--- src/rtl/mem_arbiter.sv ---
// mem_arbiter: single-port SRAM arbiter between a CPU and a host port, with a host starvation guard.
// Optional ARB_HALT_EN adds cpu_halt, which locks the CPU out of arbitration while high.
module mem_arbiter #(
    parameter int MEM_LAT    = 1,
    parameter int STARVE_MAX = 4
) (
    input  logic        clkin,
    input  logic        rst_n,
`ifdef ARB_HALT_EN
    input  logic        cpu_halt,
`endif
    input  logic        cpu_en,
    input  logic        cpu_rdwr,
    input  logic [11:0] cpu_addr,
    input  logic [15:0] cpu_wdata,
    output logic [15:0] cpu_rdata,
    output logic        cpu_ack,
    output logic        cpu_stall,
    input  logic        host_req,
    input  logic        host_we,
    input  logic [11:0] host_addr,
    input  logic [15:0] host_wdata,
    output logic [15:0] host_rdata,
    output logic        host_ack,
    output logic        mem_csb,
    output logic        mem_web,
    output logic [11:0] mem_addr,
    output logic [15:0] mem_din,
    input  logic [15:0] mem_dout
);
    typedef enum logic [1:0] {IDLE, CMD, WAIT, DONE} state_t;

    state_t      state_q;
    logic [3:0]  starve_q;
    logic [1:0]  lat_q;
    logic        host_gnt_q;
    logic        mem_csb_q, mem_web_q, cpu_ack_q, host_ack_q;
    logic [11:0] mem_addr_q;
    logic [15:0] mem_din_q, cpu_rdata_q, host_rdata_q;
    logic        halt, cpu_req, host_wins, finish;

`ifdef ARB_HALT_EN
    assign halt = cpu_halt;
`else
    assign halt = 1'b0;
`endif

    assign cpu_req   = cpu_en & ~halt;
    assign host_wins = host_req & (~cpu_req | (starve_q == 4'(STARVE_MAX)));
    // Writes finish straight out of CMD; reads do too when the SRAM answers in one clock.
    assign finish    = (state_q == CMD && (!mem_web_q || MEM_LAT == 1)) ||
                       (state_q == WAIT && lat_q == 2'd0);

    always_ff @(posedge clkin or negedge rst_n) begin
        if (!rst_n) begin
            state_q      <= IDLE;
            starve_q     <= 4'd0;
            lat_q        <= 2'd0;
            host_gnt_q   <= 1'b0;
            mem_csb_q    <= 1'b1;
            mem_web_q    <= 1'b1;
            mem_addr_q   <= 12'd0;
            mem_din_q    <= 16'd0;
            cpu_rdata_q  <= 16'd0;
            host_rdata_q <= 16'd0;
            cpu_ack_q    <= 1'b0;
            host_ack_q   <= 1'b0;
        end else begin
            cpu_ack_q  <= 1'b0;
            host_ack_q <= 1'b0;
            case (state_q)
                IDLE: begin
                    starve_q <= (host_req & cpu_req & ~host_wins) ? starve_q + 4'd1 : 4'd0;
                    if (cpu_req | host_req) begin
                        state_q    <= CMD;
                        host_gnt_q <= host_wins;
                        mem_csb_q  <= 1'b0;
                        mem_addr_q <= host_wins ? host_addr : cpu_addr;
                        mem_din_q  <= host_wins ? host_wdata : cpu_wdata;
                        mem_web_q  <= host_wins ? ~host_we : ~cpu_rdwr;
                    end
                end
                CMD: begin
                    mem_csb_q <= 1'b1;
                    lat_q     <= 2'(MEM_LAT - 2);
                    state_q   <= WAIT;
                end
                WAIT: lat_q <= lat_q - 2'd1;
                DONE: begin
                    mem_web_q <= 1'b1;
                    state_q   <= IDLE;
                end
            endcase
            if (finish) begin
                state_q    <= DONE;
                cpu_ack_q  <= ~host_gnt_q;
                host_ack_q <= host_gnt_q;
                if (mem_web_q & ~host_gnt_q) cpu_rdata_q <= mem_dout;
                if (mem_web_q & host_gnt_q) host_rdata_q <= mem_dout;
            end
        end
    end

    assign cpu_stall  = halt | (cpu_en & ~cpu_ack_q);
    assign cpu_ack    = cpu_ack_q;
    assign host_ack   = host_ack_q;
    assign cpu_rdata  = cpu_rdata_q;
    assign host_rdata = host_rdata_q;
    assign mem_csb    = mem_csb_q;
    assign mem_web    = mem_web_q;
    assign mem_addr   = mem_addr_q;
    assign mem_din    = mem_din_q;
endmodule

--- config.mk ---
export PLATFORM = sky130hd
export DESIGN_NAME = mem_arbiter
export DESIGN_NICKNAME = d
export VERILOG_FILES = /design/src/rtl/mem_arbiter.sv
export SDC_FILE = /design/constraint.sdc
export NUM_CORES = 1
export LEC_CHECK = 0
export ABC_CLOCK_PERIOD_IN_PS = 1900
export CAP_MARGIN = 20
export CORE_MARGIN = 4
export CORE_UTILIZATION = 43
export CTS_CLUSTER_DIAMETER = 100
export DETAILED_ROUTE_END_ITERATION = 7
export PLACE_DENSITY = 0.86
export SLEW_MARGIN = 10
export SYNTH_ARGS = -nofsm -noshare
export SYNTH_HDL_FRONTEND = slang
export SYNTH_SLANG_ARGS = --single-unit
--- constraint.sdc ---
create_clock -name clkin -period 1.9 [get_ports clkin]
set_input_delay 0.38 -clock clkin [delete_from_list [all_inputs] [get_ports clkin]]
set_output_delay 0.38 -clock clkin [all_outputs]
set_load 0.05 [all_outputs]
==> qor.csv, run 1 <==
metric,value,unit
end_kind,output port,
detailroute.via_count,2984,
p_leak,2.446,nW
syn_avg_cell_area,11.82,µm²
drive_above_1_share,23.61,%
grt_pass1_wl,15640,µm
syn_to_final_growth,50.34,%
grt_use_total,20.04,%
tightest_slew,0.5188,ns
synth_area,3535,µm²
yosys_warnings,0,
drc,0,
multiInputGateArea,1448,µm²
n_fill_cell,594,
first_iter_violations,89,
n_antenna_cell,0,
maxCapViolCount,0,
worstPathMaxFanout,2,
dpl_cell_area,5090,µm²
drv_slew,0,
timing.fmax,535.5,MHz
finalSetupTns,0,ns
wl_per_cell,17.66,µm
syn_nets,385,
grt_max_degree,41,
relSlewSlack,65.55,%
io_buffers,142,
worst_ir_drop_vdd,1077,µV
path_delay_family,buffers and inverters,
synth_top_area_share,50.27,%
min_period,1.867,ns
core.rowCount,32,
cts_tree,built,
path_cells,clkdlybuf4s50_1,
reg2reg_depth,5,
cts_buffers,9,
cts-root-buf,clkbuf_8,
min_path_type,in -> async,
cts_max_path_buffers,2,
slowest_stage,clkdlybuf4s50_1,
ys_top_cells_by_count,"dfrtp_1, inv_1, mux2_2, nand2_1, o2111ai_1",
slowest_delay,0.80,ns
worstPathArrival,1.49,ns
cp.required,1.52,ns
synth_seq_cells,73,
status,finished clean,
initial_core_util,45.04,%
fin_cells,551,
htreeDepth,3,
finalInstanceArea,5314,µm²
ys_types,41,
p_per_area,1834,nW/µm²
grt_antenna_before_repair,0,
postRouteAntennaNets,0,
core,7848,µm²
path_clk_slew,0.08,ns
postSynthCellCount,299,
synth-edff-count,0,
start_kind,flop,
dp_hpwl,7336,µm
report.final.hold_viol_count,0,
crit_buf_inv,1,
synth-async-reset-ratio,100.0,%
seq_area,1829,µm²
grt_pass1_vias,3079,
clock_skew,0.006171,ns
ys.flop_type,dfrtp_1,
grt-ovfl-total,0,
cts_sinks,73,
place_inst,534,
min_period_over_period,98.29,%
synth.most_common_cell,dfrtp_1,
drtPass1Iterations,4,
crit_cells,1,
nets,530,
dieArea,9735,µm²
ys_top_cells_by_area,"dfrtp_1, mux2_2, o2111ai_1, o311ai_2, o311ai_0",
synth_seq_area_share,51.75,%
yosysTopAreaCell,dfrtp_1,
setup_violations,0,
place.gp.congestion,0.8345,
clk_latency,0.34,ns
ios,143,
avgViaCountPerCell,5.416,
grt_setup_unrepaired,false,
wl,9729,µm
fp.dieH,98.67,µm
crit_type,reg -> out,
post_cts_buffers,0,
die_x,98.67,µm
## cell usage in the layout, fill, tap and decap left out, types with 4 or more instances in the layout
master	count
ha_1	8
dfrtp_1	71
o311ai_0	18
nand2b_1	4
inv_1	37
mux2_2	32
buf_12	6
clkbuf_8	9
dlymetal6s2s_1	10
clkdlybuf4s50_1	78
o311ai_2	10
o2111ai_1	28
dlygate4sd2_1	29
buf_4	34
nand2_1	32
## stage by stage
stage	hold slack, ns	total power, mW	util, %	setup slack, ns
6_report	0.4643	9.746	67.71	0.03252
5_1_grt	0.4874	10.22	67.71	0.00005274
4_1_cts	0.4544	9.850	67.39	0.0008742
3_5_place_dp	0.2902	8.673	64.86	0.01806
3_3_place_gp	0.2847	8.510	64.86	0.09495
2_1_floorplan	0.08441	6.662	-	0.1505
## state kept, by name, summed over array words and instances (netlist names)
| name | cells |
|---|---|
| host_ack | 1 |
| starve_q | 4 |
| mem_addr | 12 |
| mem_web | 1 |
| mem_din | 16 |
| host_rdata | 16 |
| cpu_rdata | 16 |
| host_gnt_q | 1 |
| mem_csb | 1 |
| cpu_ack | 1 |
| lat_q | 2 |
| state_q | 2 |
## layer usage
metal | track usage (%) | wire length (µm) | part of all wire (%) | up-vias
met5 | 0 | 0 | 0 | -
met4 | 7.563 | 180 | 1.9 | 0
met3 | 5.166 | 820 | 8.4 | 13
met2 | 32.14 | 4503 | 46 | 146
met1 | 26.23 | 4224 | 43 | 1428
li1 | - | - | - | 1397
## cell families (layout without fill, tap and decap cells)
kind of cell / count (synthesis) / after routing / synth area share [%]
buf+inv: 61 / 211 / 7.610
mux: 34 / 34 / 10.76
simple gates: 49 / 49 / 7.116
fa+ha+maj: 8 / 8 / 2.832
compound gates: 74 / 74 / 19.93
flops: 73 / 73 / 51.75
## repair_timing
item,in CTS,in global routing
gates resized for setup,29,10
endpoints found under the setup margin,29,10
cloned,0,0
hold buffers,1,0
endpoints found under the hold margin,18,0
## cell type report
cell class / instances / area share (%)
repair buffers: 158 / 29.08
clock buffers: 9 / 2.331
inverters: 37 / 2.614
flip-flops and latches: 73 / 34.42
clock inverters: 7 / 1.907
multi-input cells: 165 / 27.24
well taps: 102 / 2.402
## worst paths after layout
path                                             from                         to  slack (ns)
setup / recovery           host_rdata[14]$_DFFE_PN0P_             host_rdata[14]        0.03
hold / removal                                  rst_n  host_rdata[3]$_DFFE_PN0P_        0.46
setup reg to reg               state_q[0]$_DFFE_PN0P_  host_rdata[1]$_DFFE_PN0P_        0.09
hold reg to reg             host_rdata[7]$_DFFE_PN0P_  host_rdata[7]$_DFFE_PN0P_        0.50
max in group asynchronous                       rst_n     mem_din[6]$_DFFE_PN0P_        0.90
min in group clkin          host_rdata[7]$_DFFE_PN0P_  host_rdata[7]$_DFFE_PN0P_        0.50
## power breakdown
part           leakage (nW)  switching, mW  internal [mW]
clock                 0.107          0.621          0.753
sequential            0.881          0.457           2.30
combinational          1.46           3.67           1.95
(Power assumes the default switching activity.)
==> run 2, diff against run 1 <==
--- a/config.mk
+++ b/config.mk
@@ -5,10 +5,11 @@
 export SDC_FILE = /design/constraint.sdc
 export NUM_CORES = 1
 export LEC_CHECK = 0
+export ABC_AREA = 1
 export ABC_CLOCK_PERIOD_IN_PS = 1900
 export CAP_MARGIN = 20
 export CORE_MARGIN = 4
-export CORE_UTILIZATION = 43
+export CORE_UTILIZATION = 42
 export CTS_CLUSTER_DIAMETER = 100
 export DETAILED_ROUTE_END_ITERATION = 7
 export PLACE_DENSITY = 0.86
==> run 2 against run 1 <==
Effect of this change:
- sequential share of layout area up 1.8 points
- clock power decreased by 12%
- non-clock buffer count shrank 7
- critical endpoint is now cpu_stall
- sequential power fell by 2%
- combinational power shrank 6.6%
- sequential cell count unchanged
- final cell count grew 19%
- routed wire length shrank 4.5%
- setup slack better by 0.14 ns
- largest cell class unchanged
- worst hold slack worse by 0.43 ns
- design area fell by 5.0%
- synthesized area shrank 5.7%
==> qor.csv, run 2 <==
metric,value,unit,change
dieArea,9423,µm²,-3.2%
crit_start,cpu_en,,
cp.required,1.52,ns,about the same
nets,637,,+20%
synth-async-reset-ratio,100.0,%,unchanged
fin_ws,0.1696,ns,+0.1371 ns
post_cts_buffers,0,,unchanged
synth_top_area_share,53.32,%,+3.1 points
synth_area,3332,µm²,-5.7%
most-common-layout-cells,"nand2_1, clkdlybuf4s50_1, dfrtp_1, o21ai_0, nand3_1",,
initial_core_util,43.12,%,-1.9 points
ys_top_cells_by_area,"dfrtp_1, nand2_1, o21ai_0, nand3_1, inv_1",,
syn_avg_cell_area,8.107,µm²,-31%
worstPathMaxFanout,4,,+2
synth_seq_cells,73,,unchanged
core,7727,µm²,-1.5%
ys_types,23,,-44%
wl,9294,µm,-4.5%
cts-root-buf,clkbuf_8,,
r2r_start,state_q[0]$_DFFE_PN0P_,,
path_clk_slew,0.09,ns,about the same
ios,143,,unchanged
grt_max_degree,33,,-20%
drc,0,,unchanged
status,finished clean,,
maxCapViolCount,0,,unchanged
drive_above_1_share,10.61,%,-13 points
finalSetupTns,0,ns,unchanged
syn_to_final_growth,51.48,%,
fin_cells,658,,+19%
syn_nets,497,,+29%
drtPass1Iterations,4,,unchanged
tightest_slew,0.5916,ns,+0.07281 ns
core.rowCount,32,,unchanged
worst_ir_drop_vdd,1304,µV,+21%
io_buffers,142,,unchanged
grt_antenna_before_repair,0,,unchanged
min_period_over_period,91.07,%,-7.2 points
worstPathArrival,1.35,ns,-0.14 ns
postSynthCellCount,411,,+37%
synth.most_common_cell,nand2_1,,
start_kind,input pin,,
htreeDepth,3,,unchanged
min_path_type,in -> async,,
report.final.hold_viol_count,0,,unchanged
cts_sinks,73,,unchanged
final_common_cell,nand2_1,,
holdWs,0.02941,ns,-0.4349 ns
postRouteAntennaNets,0,,unchanged
preCtsSetupSlack,0.01926,ns,+0.001207 ns
grt_setup_unrepaired,false,,
avgViaCountPerCell,4.789,,-12%
cts_tree,built,,
clock_skew,0.01228,ns,+0.006107 ns
synth-edff-count,0,,unchanged
min_period,1.730,ns,-0.1371 ns
wl_per_cell,14.12,µm,-20%
end_kind,output port,,
relSlewSlack,60.56,%,-5.0 points
die_x,97.07,µm,-1.6%
setup_violations,0,,unchanged
timing.fmax,577.9,MHz,+7.9%
synth_seq_area_share,54.90,%,+3.1 points
yosysTopAreaCell,dfrtp_1,,
grt-ovfl-total,0,,unchanged
cts_buffers,9,,unchanged
grt_pass1_wl,15280,µm,-2.3%
p_leak,2.763,nW,+13%
grt_use_total,19.88,%,-0.16 points
dp_hpwl,6871,µm,-6.3%
yosys_warnings,0,,unchanged
detailroute.via_count,3151,,+5.6%
drv_slew,0,,unchanged
grt_pass1_vias,3188,,+3.5%
place.gp.congestion,0.8208,,-1.6%
ys.flop_type,dfrtp_1,,
cts_max_path_buffers,2,,unchanged
ys_top_cells_by_count,"nand2_1, dfrtp_1, o21ai_0",,
first_iter_violations,147,,+65%
clk_latency,0.35,ns,about the same
fp.dieH,97.07,µm,-1.6%
place_inst,642,,+20%
fin_util,65.32,%,-2.4 points
p_per_area,1812,nW/µm²,-1.2%
n_antenna_cell,0,,unchanged
crit_type,in -> out,,
run 2: cell types whose count changed in the layout (fill, tap and decap cells not counted), sizes merged, moves of 4 or more:
cell | before | now
mux2 | 32 | 0
inv | 40 | 33
o21ai | 5 | 41
o2111ai | 28 | 0
nand3 | 1 | 32
nand2b | 4 | 0
nor2 | 3 | 9
nand2 | 32 | 185
buf | 40 | 36
o311ai | 28 | 0
run 2: worst paths after layout:
kind                                             endpoint  slack [ns]  cells after the start
worst min-delay path            host_rdata[3]$_DFFE_PN0P_        0.03                      1
max in group asynchronous          mem_din[0]$_DFFE_PN0P_        1.31                      2
worst max-delay path                            cpu_stall        0.17                      4
worst min register to register          cpu_ack$_DFF_PN0_        0.48                      1
worst max register to register   cpu_rdata[9]$_DFFE_PN0P_        0.30                      8
min in group clkin                      cpu_ack$_DFF_PN0_        0.48                      1
run 2: report_power, final:
group / switching [mW] / internal [mW] / leakage, nW / total [mW]
combinational: 3.70 / 1.54 / 1.77 / 5.24
sequential: 0.406 / 2.29 / 0.903 / 2.70
clock: 0.597 / 0.611 / 0.0929 / 1.21
total: 4.70 / 4.44 / 2.76 / 9.15
run 2: metal layers:
| layer | wire (µm) | track usage (%) |
|---|---|---|
| met1 | 3818 | 23.69 |
| met2 | 4836 | 34.34 |
| met3 | 443 | 5.456 |
| met4 | 196 | 7.235 |
| met5 | 0 | 0 |
run 2: critical path, cell delays in order:
cell and delay, ns:
clkdlybuf4s50_1 0.56, inv_1 0.07, nor2_1 0.17, buf_12 0.17
run 2: area by class of cell:
class,count,area [µm²]
Sequential cell,73,1829
Multi-Input combinational cell,284,1264
Timing Repair Buffer,151,1511
Tap cell,102,127.6
Inverter,32,120.1
Fill cell,650,2680
Clock buffer,10,127.6
Clock inverter,6,67.56
run 2: logic make-up after synthesis:
logic type	share of synthesized area, %
xor gates and xnor gates	0.5258
buffers and inverters	7.172
AOI/OAI and AO/OA	7.172
adders and majority gates	3.004
DFF	54.90
and+or+nand+nor	27.22
run 2: repair_timing:
| action | 4_1_cts | 5_1_grt |
|---|---|---|
| resized for setup | 28 | 11 |
| endpoints found under the setup margin | 28 | 11 |
| hold buffers | 0 | 0 |
run 2: per-stage QoR:
stage / power (mW) / instance area (µm²)
after floorplan: 6.234 / 3332
after global placement: 8.046 / 4860
after detailed placement: 8.215 / 4860
after CTS: 9.249 / 5020
after global routing: 9.712 / 5047
final: 9.148 / 5047
==> run 3, diff against run 2 <==
--- a/config.mk
+++ b/config.mk
@@ -7,7 +7,7 @@
 export LEC_CHECK = 0
 export ABC_AREA = 1
 export ABC_CLOCK_PERIOD_IN_PS = 1900
-export CAP_MARGIN = 20
+export CAP_MARGIN = 10
 export CORE_MARGIN = 4
 export CORE_UTILIZATION = 42
 export CTS_CLUSTER_DIAMETER = 100
==> constraint.sdc (replaced) <==
create_clock -name clkin -period 1.9 [get_ports clkin]
set_input_delay 0.38 -clock clkin [delete_from_list [all_inputs] [get_ports clkin]]
set_output_delay 0.38 -clock clkin [all_outputs]
set_load 0.02 [all_outputs]
==> run 3 against run 2 <==
Effect of this change:
- register-to-register slack lost 0.04 ns
- non-clock buffer count rose by 2
- final cell count rose by 0.30%
- combinational power decreased by 23%
- via count about the same
- count of clock-buffer cells in the layout decreased by 1
- routed wire length fell by 3.1%
- sequential share of layout area fell by 0.52 points
- clock skew is essentially flat
- global-route usage shrank 0.27 points
- setup slack improved by 0.0092 ns
- critical path depth is 3 lower
- critical endpoint is now host_rdata[0]
==> qor.csv, run 3 (same netlist as run 2, synthesis figures left out) <==
metric,value,unit,change
drc,0,,unchanged
clock_skew,0.01234,ns,+0.00005830 ns
slowest_delay,0.62,ns,+0.06 ns
grt_max_degree,40,,+21%
cts_buffers,9,,unchanged
setup_violations,0,,unchanged
maxCapViolCount,0,,unchanged
cts-root-buf,clkbuf_8,,
htreeDepth,3,,unchanged
cts_sinks,73,,unchanged
drv_slew,0,,unchanged
path_delay_family,buffers and inverters,,
grt_pass1_wl,15190,µm,-0.54%
clk_latency,0.35,ns,about the same
n_antenna_cell,0,,unchanged
grt_use_total,19.61,%,-0.27 points
dp_hpwl,6714,µm,-2.3%
start_kind,flop,,
place.gp.congestion,0.8597,,+4.7%
syn_to_final_growth,53.70,%,
cts_max_path_buffers,2,,unchanged
min_period_over_period,90.59,%,-0.48 points
min_path_type,in -> async,,
finalSetupTns,0,ns,unchanged
ios,143,,unchanged
n_fill_cell,605,,-6.9%
worstPathArrival,1.34,ns,about the same
end_kind,output port,,
timing.fmax,581.0,MHz,+0.53%
die_x,97.07,µm,unchanged
worstPathMaxFanout,2,,-2
first_iter_violations,128,,-13%
tightest_slew,0.4458,ns,-0.1458 ns
relSlewSlack,70.24,%,+9.7 points
status,finished clean,,
drtPass1Iterations,4,,unchanged
drive_above_1_share,6.452,%,-4.2 points
slowest_stage,clkdlybuf4s50_1,,
crit_type,reg -> out,,
crit_buf_inv,1,,-2
grt_antenna_before_repair,0,,unchanged
core.rowCount,32,,unchanged
wl,9004,µm,-3.1%
dieArea,9423,µm²,unchanged
avgViaCountPerCell,4.771,,-0.37%
fin_cells,660,,+0.30%
path_clk_slew,0.09,ns,about the same
core,7727,µm²,unchanged
most-common-layout-cells,"nand2_1, clkdlybuf4s50_1, dfrtp_1, o21ai_0, nand3_1",,
cp.required,1.52,ns,about the same
final_common_cell,nand2_1,,
fp.dieH,97.07,µm,unchanged
grt-ovfl-total,0,,unchanged
io_buffers,142,,unchanged
place_inst,643,,+0.16%
wl_per_cell,13.64,µm,-3.4%
nets,639,,+0.31%
cts_tree,built,,
report.final.hold_viol_count,0,,unchanged
p_per_area,1554,nW/µm²,-14%
grt_setup_unrepaired,false,,
p_leak,2.544,nW,-8.0%
grt_pass1_vias,3182,,-0.19%
postRouteAntennaNets,0,,unchanged
min_period,1.721,ns,-0.009160 ns
path_cells,clkdlybuf4s50_1,,
worst_ir_drop_vdd,1178,µV,-9.6%
detailroute.via_count,3149,,-0.063%
initial_core_util,43.12,%,unchanged
-- run 3: changes by cell type in the layout (fill, tap and decap cells not counted), sizes merged --
cell           before  now
clkinvlp            2    1
dlygate4sd3         0    1
buf                36   11
clkinv              2    3
dlymetal6s2s       11    1
dlygate4sd2        28    2
clkdlybuf4s50      76  138
clkbuf             10    9
inv                33   34
-- run 3: repair_timing --
action                                  CTS  global route
endpoints found under the setup margin    2             2
cloned                                    0             0
hold endpoints to repair                  8             0
hold buffers                              1             0
buffers inserted                          0             0
resized for setup                         2             2
-- run 3: metal layers --
metal	routed length (µm)	GRT usage [%]	vias to the layer above	share of wire, %
met2	4681	34.66	89	52
met5	0	0	-	0
met4	265	8.099	0	2.9
li1	-	-	1562	-
met3	355	3.661	22	3.9
met1	3702	23.38	1476	41
-- run 3: area by class of cell --
class / instances / area, µm² / share of cell area, %
inverters: 32 / 120.1 / 2.345
multi-input cells: 284 / 1266 / 24.73
flip-flops and latches: 73 / 1829 / 35.72
repair buffers: 153 / 1577 / 30.78
clock buffers: 9 / 123.9 / 2.419
well taps: 102 / 127.6 / 2.492
clock inverters: 7 / 77.57 / 1.515
-- run 3: stage by stage --
stage	power [mW]	utilization, %	area, µm²	hold WS, ns	setup slack [ns]
after global placement	6.628	63.50	4907	0.2675	-0.05698
after detailed placement	6.785	63.50	4907	0.2711	-0.06098
final	7.956	66.27	5121	0.4347	0.1788
after CTS	8.048	66.21	5116	0.4321	0.02124
after floorplan	4.784	-	3332	0.08441	0.4931
after global routing	8.523	66.27	5121	0.4429	0.09593
-- run 3: final timing paths --
kind	slack [ns]	to	cells after the start	from
max reg2reg	0.26	state_q[1]$_DFFE_PN0P_	6	state_q[1]$_DFFE_PN0P_
max	0.18	host_rdata[0]	1	host_rdata[0]$_DFFE_PN0P_
min in group clkin	0.47	cpu_ack$_DFF_PN0_	1	host_gnt_q$_DFFE_PN0P_
max in group asynchronous	0.91	mem_web$_DFFE_PN1P_	3	rst_n
min	0.43	host_rdata[6]$_DFFE_PN0P_	2	rst_n
min reg2reg	0.47	cpu_ack$_DFF_PN0_	1	host_gnt_q$_DFFE_PN0P_
-- run 3: report_power, final --
part | total, mW | leakage (nW) | internal [mW] | switching, mW
registers | 2.69 | 0.903 | 2.29 | 0.400
logic | 4.04 | 1.54 | 1.81 | 2.22
clock network | 1.23 | 0.100 | 0.618 | 0.612
